### config.mk
export PLATFORM = sky130hd
export DESIGN_NAME = spu_gen2
export DESIGN_NICKNAME = d
export VERILOG_FILES = /design/src/rtl/spu_gen2.sv
export SDC_FILE = /design/constraint.sdc
export NUM_CORES = 1
export LEC_CHECK = 0
export CAP_MARGIN = 0
export CORE_ASPECT_RATIO = 0.6
export CORE_MARGIN = 2
export CORE_UTILIZATION = 55
export CTS_CLUSTER_SIZE = 10
export DETAILED_ROUTE_END_ITERATION = 6
export GPL_TIMING_DRIVEN = 0
export HOLD_SLACK_MARGIN = 0.05
export PLACE_DENSITY = 0.73
export SLEW_MARGIN = 10
export SYNTH_ARGS = -nofsm -noshare
export SYNTH_HDL_FRONTEND = slang
export SYNTH_SLANG_ARGS = --single-unit
### constraint.sdc
create_clock -name clk -period 6.68 [get_ports clk]
set_input_delay 1.002 -clock clk [delete_from_list [all_inputs] [get_ports clk]]
set_output_delay 1.002 -clock clk [all_outputs]
set_load 0.005 [all_outputs]
### src/rtl/spu_gen2.sv
// Single-purpose processor core: fetch/decode/execute controller, 16-entry register file and ALU
// between a synchronous 16-bit instruction memory and a synchronous data memory.
//
// state    | meaning
// ---------+-----------------------------------------------------------
// S_IDLE   | after reset, waiting for start
// S_FETCH  | im_rd high, im_addr = pc
// S_DECODE | instruction word arrives, captured into ir, pc advances
// S_EXEC   | ALU write-back, store, load request, jumps, halt/trap
// S_LOADWB | load data arrives and is written to Ra
// S_HALT   | stopped after HALT or an undefined opcode, waiting for start
module spu_gen2 #(
    parameter int DW    = 16,
    parameter int IM_AW = 8,
    parameter int DM_AW = 8
) (
    input  logic             clk,
    input  logic             rst,
    input  logic             start,
    output logic             stop,
    output logic             illegal,
    input  logic [15:0]      im_r_data,
    output logic [IM_AW-1:0] im_addr,
    output logic             im_rd,
    output logic [DM_AW-1:0] dm_addr,
    output logic             dm_rd,
    output logic             dm_wr,
    input  logic [DW-1:0]    dm_r_data,
    output logic [DW-1:0]    dm_w_data
);

    typedef enum logic [2:0] {
        S_IDLE, S_FETCH, S_DECODE, S_EXEC, S_LOADWB, S_HALT
    } state_t;

    state_t           state, state_nxt;
    logic [IM_AW-1:0] pc, pc_nxt;
    logic [15:0]      ir, ir_nxt;
    logic             illegal_nxt;
    logic [DW-1:0]    rf [16];

    logic             rf_we;
    logic [DW-1:0]    rf_wd;
    logic [DW-1:0]    alu_res;

    logic [3:0]       op, ra, rb, rc;
    logic [7:0]       k;
    logic [DW-1:0]    val_a, val_b, val_c;
    logic [DW-1:0]    k_dw;
    logic [IM_AW-1:0] pc_off;
    logic [IM_AW-1:0] pc_target;
    logic             rc_ge_dw;

    assign op = ir[15:12];
    assign ra = ir[11:8];
    assign rb = ir[7:4];
    assign rc = ir[3:0];
    assign k  = ir[7:0];

    assign val_a = rf[ra];
    assign val_b = rf[rb];
    assign val_c = rf[rc];

    assign k_dw     = DW'($signed(k));
    assign pc_off   = IM_AW'($signed(k));
    assign rc_ge_dw = int'(rc) >= DW;

    // pc already points past the jump when it executes, so step back one for the base
    assign pc_target = pc + pc_off - {{(IM_AW-1){1'b0}}, 1'b1};

    assign im_addr = pc;

    always_comb begin
        alu_res = '0;
        case (op)
            4'h2:    alu_res = val_b + val_c;
            4'h3:    alu_res = k_dw;
            4'h4:    alu_res = val_b - val_c;
            4'h6:    alu_res = val_b & val_c;
            4'h7:    alu_res = val_b | val_c;
            4'h8:    alu_res = val_b ^ val_c;
            4'hA:    alu_res = rc_ge_dw ? '0 : (val_b << rc);
            4'hB:    alu_res = rc_ge_dw ? '0 : (val_b >> rc);
            default: alu_res = '0;
        endcase
    end

    always_ff @(posedge clk) begin
        if (!rst) begin
            state   <= S_IDLE;
            pc      <= '0;
            ir      <= '0;
            illegal <= 1'b0;
            for (int i = 0; i < 16; i++) rf[i] <= '0;
        end else begin
            state   <= state_nxt;
            pc      <= pc_nxt;
            ir      <= ir_nxt;
            illegal <= illegal_nxt;
            if (rf_we) rf[ra] <= rf_wd;
        end
    end

    always_comb begin
        state_nxt   = state;
        pc_nxt      = pc;
        ir_nxt      = ir;
        illegal_nxt = illegal;
        rf_we       = 1'b0;
        rf_wd       = alu_res;
        stop        = 1'b0;
        im_rd       = 1'b0;
        dm_rd       = 1'b0;
        dm_wr       = 1'b0;
        dm_addr     = '0;
        dm_w_data   = '0;
        case (state)
            S_IDLE, S_HALT: begin
                stop = 1'b1;
                if (start) begin
                    state_nxt   = S_FETCH;
                    pc_nxt      = '0;
                    illegal_nxt = 1'b0;
                end
            end
            S_FETCH: begin
                im_rd     = 1'b1;
                state_nxt = S_DECODE;
            end
            S_DECODE: begin
                ir_nxt    = im_r_data;
                pc_nxt    = pc + {{(IM_AW-1){1'b0}}, 1'b1};
                state_nxt = S_EXEC;
            end
            S_EXEC: begin
                state_nxt = S_FETCH;
                case (op)
                    4'h0: begin
                        dm_rd     = 1'b1;
                        dm_addr   = ir[DM_AW-1:0];
                        state_nxt = S_LOADWB;
                    end
                    4'h1: begin
                        dm_wr     = 1'b1;
                        dm_addr   = ir[DM_AW-1:0];
                        dm_w_data = val_a;
                    end
                    4'h2, 4'h3, 4'h4, 4'h6, 4'h7, 4'h8, 4'hA, 4'hB: rf_we = 1'b1;
                    4'h5: if (val_a == '0) pc_nxt = pc_target;
                    4'h9: pc_nxt = pc_target;
                    4'hF: state_nxt = S_HALT;
                    default: begin
                        illegal_nxt = 1'b1;
                        state_nxt   = S_HALT;
                    end
                endcase
            end
            S_LOADWB: begin
                rf_we     = 1'b1;
                rf_wd     = dm_r_data;
                state_nxt = S_FETCH;
            end
            default: state_nxt = S_IDLE;
        endcase
    end

endmodule

==> impl_summary.txt <==
----------------------------------------------------
[Worst hold path]
  Hold path startpoint ... illegal$_SDFFE_PN0P_
  Worst min path class ... reg -> reg

[Layout]
  Share of the core filled with cells ... 0.627
  Layout Area Growth over Synthesis ... 11.9%
  Net total in the final layout ... between 2000 and 2500
  Post-route standard cell area excluding fillers ... ~24000 sq um
  Filler-free cell count of the finished design ... around 2400
  Fraction of layout instances using a drive strength above 1 ... 0.196
  Diodes inserted ... 0

[Synthesis]
  Post-synthesis simple-gate area fraction ... 0.127
  Average instance area after synthesis ... about 12 sq um
  Most area-hungry cell type in the Yosys netlist ... sky130_fd_sc_hd__edfxtp_1
  Cell area after synthesis ... between 20000 and 25000 sq um
  Yosys warnings ... 0
  Most frequent cell after synthesis ... sky130_fd_sc_hd__nor2_1
  Sequential-to-total area share from yosys stat ... 0.400
  Most used flip-flop cell after synthesis ... sky130_fd_sc_hd__edfxtp_1
  Cell count after synthesis ... 1813
  Cells taking the most area after synthesis ... sky130_fd_sc_hd__edfxtp_1, sky130_fd_sc_hd__mux4_2, sky130_fd_sc_hd__nor2_1
  Share of synthesized cell area in full adder, half adder and majority cells ... 0.0390
  Cell types with the highest counts after synthesis ... sky130_fd_sc_hd__nor2_1, sky130_fd_sc_hd__edfxtp_1, sky130_fd_sc_hd__mux4_2
  Register bit count reported by yosys ... 296
  Proportion of synthesized area in mux cells ... 0.253
  Main combinational cell family by area after synthesis ... multiplexers
  Synthesized Nets ... between 1500 and 2000
  Share of synthesized registers carrying an async set or reset ... 0
  Number of flops mapped to enable cells by yosys ... between 200 and 300
  Compound-gate portion of the synthesized area ... 0.118
  Count of distinct cell types in the synthesized netlist ... between 80 and 90
  Post-synth top area share ... 0.362
  Post-Synth XOR/XNOR Area ... 0.0136

[Pwr]
  Worst-case vdd ir drop ... around 0.19 mV
  Areal power density over the cells ... around 260 nW/um^2
  Cell leakage power ... around 8 nW
  Net Switching ... about 2.4 mW
  Part of the power in combinational logic ... 0.367
  Sequential group share of total power ... 0.348
  Sum of internal, switching and leakage power ... 6.21 mW
  Sw Share ... 0.379
  Internal power of the cells ... a little under 4 mW
  Fraction of power consumed by the clock network ... 0.285

[Global routing]
  First-pass GRT wire length ... about 130 mm
  Met2 GRT Util ... 0.592
  Initial antenna violation count ... 2
  Residual overflow from global routing ... 0
  GRT Util Overall ... 0.485
  Via count of the first global-routing pass ... ~18000
  Met1 usage in global routing ... 0.655
  Largest net degree at the start of global routing ... 17
  Met3 Resource Use GR ... 0.348
  Busiest grt layer ... met1

[Route]
  Routed via count ... between 15000 and 20000
  Antenna Violating Nets Remaining ... 0
  Number of DRC markers after the initial detailed-route iteration ... 3841
  Post-Route WL ... approximately 98 mm
  Via density ... about 8
  Average routed wire per standard cell ... about 40 microns
  Number of remaining DRC errors ... 0
  Number of search-and-repair iterations in the first detailed-routing pass ... 6

[Floorplan]
  Initial core utilization ... 0.561
  Overall die height ... 156 microns
  Die area ... about 40000 sq um
  Core area ... approximately 38000 sq um
  Number of top-level pins ... 72
  Die extent in x ... around 260 microns
  Row Count ... 55

[Place]
  Cell area after placement ... 22600 sq um
  # placed instances ... between 2000 and 2500
  # port buffers ... 71
  Final HPWL DP ... between 70 and 80 mm
  Final GP Congestion ... ~1.1

[Setup path]
  Critical path class ... reg -> reg
  Worst EP required ... approximately 7.0 ns
  Critical path fanouts, max ... 10
  Data arrival time of the worst path ... 7.03 ns
  Nature of the critical path endpoint ... register
  Kind of start point of the critical path ... register

[STA]
  Max Transition Viols Final ... 0
  Post-Route Skew ... around 0.031 ns
  Final sum of negative setup slack ... -0.369 ns
  Worst Max-Slew Pin Slew ... roughly 1.4 ns
  Time the worst path needs with I/O delays and setup ... 6.75 ns
  Timing-limited maximum frequency ... 148 MHz
  Final period util ... 1.01
  Worst rel slew slack ... 0.0433
  Worst-case setup margin in the final layout ... -0.0676 ns
  Setup-violating endpoint count in the final report ... 6
  Hold Violations, Final ... 0

[Clock tree]
  Clock transition at the registers of the reported paths ... ~0.060 ns
  Buffer depth of the longest clock path ... 3
  TritonCTS clock tree ... yes
  Count of clock tree sinks ... 296
  Later-pin clock latency in the skew report ... ~0.56 ns
  Post-CTS Hold Fix Bufs ... 0
  Num CTS Buffers ... 35
  Master cell of the clock root buffer ... sky130_fd_sc_hd__clkbuf_16
  Number of levels in the clock H-tree ... 2

[Status]
  Violated checks ... negative setup slack
  Result of the run ... finished with violations

[Run]
  Reported max-cap violation count ... 0

----------------------------------------------------
==> area by class of cell <==
class	instances	area, sq um
clock inverter	3	55.1
inverter	69	259
buffer	146	850
timing repair buffer	77	751
tap	513	642
fill	3008	14100
multi-input combinational	1300	11800
sequential	296	8490
clock buffer	44	910
==> registers in the layout (all words and copies together) (netlist names), named ones only <==
| signal | count |
|---|---|
| rf | 256 |
| ir | 16 |
| im_addr | 8 |
| state | 3 |
| illegal | 1 |
==> path summary, 6_finish.rpt <==
path	end	slack, ns	cells past startpoint
max reg2reg	rf[14][15]$_SDFFCE_PN0P_	-0.07	23
max	rf[14][15]$_SDFFCE_PN0P_	-0.07	23
min	illegal$_SDFFE_PN0P_	0.50	2
min reg2reg	illegal$_SDFFE_PN0P_	0.50	2
==> critical path: stages, from the launching register on <==
cell and delay [ns]:
sky130_fd_sc_hd__dfxtp_1 0.45, sky130_fd_sc_hd__clkbuf_1 0.56, sky130_fd_sc_hd__nor2b_1 0.83, sky130_fd_sc_hd__a22oi_1 0.26
sky130_fd_sc_hd__nand2_2 0.26, sky130_fd_sc_hd__inv_1 0.13, sky130_fd_sc_hd__ha_1 0.22, sky130_fd_sc_hd__o21ai_0 0.22
sky130_fd_sc_hd__nor4_2 0.11, sky130_fd_sc_hd__buf_4 0.17, sky130_fd_sc_hd__a31oi_2 0.26, sky130_fd_sc_hd__a21oi_2 0.08
sky130_fd_sc_hd__buf_4 0.18, sky130_fd_sc_hd__xnor2_1 0.12, sky130_fd_sc_hd__ha_1 0.37, sky130_fd_sc_hd__nand3_1 0.17
sky130_fd_sc_hd__o221a_2 0.34, sky130_fd_sc_hd__o211a_1 0.28, sky130_fd_sc_hd__or3_1 0.40, sky130_fd_sc_hd__and2_1 0.20
sky130_fd_sc_hd__a2111oi_4 0.30, sky130_fd_sc_hd__buf_4 0.21, sky130_fd_sc_hd__buf_2 0.25, sky130_fd_sc_hd__a21oi_2 0.08
==> routing by layer <==
layer / share of wire / vias up / routed length [microns]
li1: - / 7276 / -
met1: 0.36 / 9450 / 35200
met2: 0.36 / 2342 / 35600
met3: 0.23 / 437 / 22600
met4: 0.046 / 15 / 4530
met5: 0.0034 / - / 333
==> logic make-up (layout without fill, tap and decap cells) <==
group,count (synthesis),after routing
flip-flops,296,296
adder cells (fa/ha/maj),65,65
buffers and inverters,217,339
AND/OR/NAND/NOR,609,609
multiplexers,252,252
AO/OA/AOI/OAI,341,341
XOR/XNOR,33,33
==> cells in the final DEF (no fill, tap or decap), types with 24 or more instances in the layout <==
cell type / Yosys / layout
sky130_fd_sc_hd__clkbuf_16: 0 / 35
sky130_fd_sc_hd__buf_2: 30 / 28
sky130_fd_sc_hd__a22o_1: 24 / 24
sky130_fd_sc_hd__o21ai_0: 34 / 34
sky130_fd_sc_hd__xnor2_1: 28 / 28
sky130_fd_sc_hd__clkbuf_1: 86 / 86
sky130_fd_sc_hd__clkdlybuf4s50_1: 0 / 71
sky130_fd_sc_hd__ha_1: 63 / 63
sky130_fd_sc_hd__a22oi_1: 38 / 38
sky130_fd_sc_hd__dfxtp_1: 40 / 39
sky130_fd_sc_hd__mux2i_1: 24 / 24
sky130_fd_sc_hd__nor2_1: 288 / 288
sky130_fd_sc_hd__edfxtp_1: 256 / 256
sky130_fd_sc_hd__a21oi_1: 77 / 76
sky130_fd_sc_hd__nor3_1: 52 / 51
sky130_fd_sc_hd__mux4_2: 200 / 200
sky130_fd_sc_hd__inv_1: 63 / 63
sky130_fd_sc_hd__nand2_1: 134 / 118
==> power by group through the flow <==
stage	combinational (mW)	sequential, mW	clock (mW)
final	2.28	2.16	1.77
after global routing	2.32	2.17	1.80
after CTS	2.11	2.15	1.72
after detailed placement	2.09	2.19	0
after global placement	2.08	2.18	0
after floorplan	1.39	2.15	0
==> through the flow <==
| step | setup slack [ns] | hold WS [ns] |
|---|---|---|
| 4_1_cts | 0.0271 | 0.506 |
| 5_1_grt | -0.111 | 0.555 |
| 6_report | -0.0676 | 0.505 |
| 3_5_place_dp | -1.06 | 0.491 |
| 2_1_floorplan | 1.21 | 0.472 |
| 3_3_place_gp | -0.938 | 0.474 |
==> repair_timing <==
action | in CTS | in global routing
setup endpoints to repair | 148 | 88
gates resized for setup | 16 | 31
buffers inserted | 1 | 3
pin swaps | 1 | 4
cloned | 0 | 1
(Power assumes the default switching activity.)
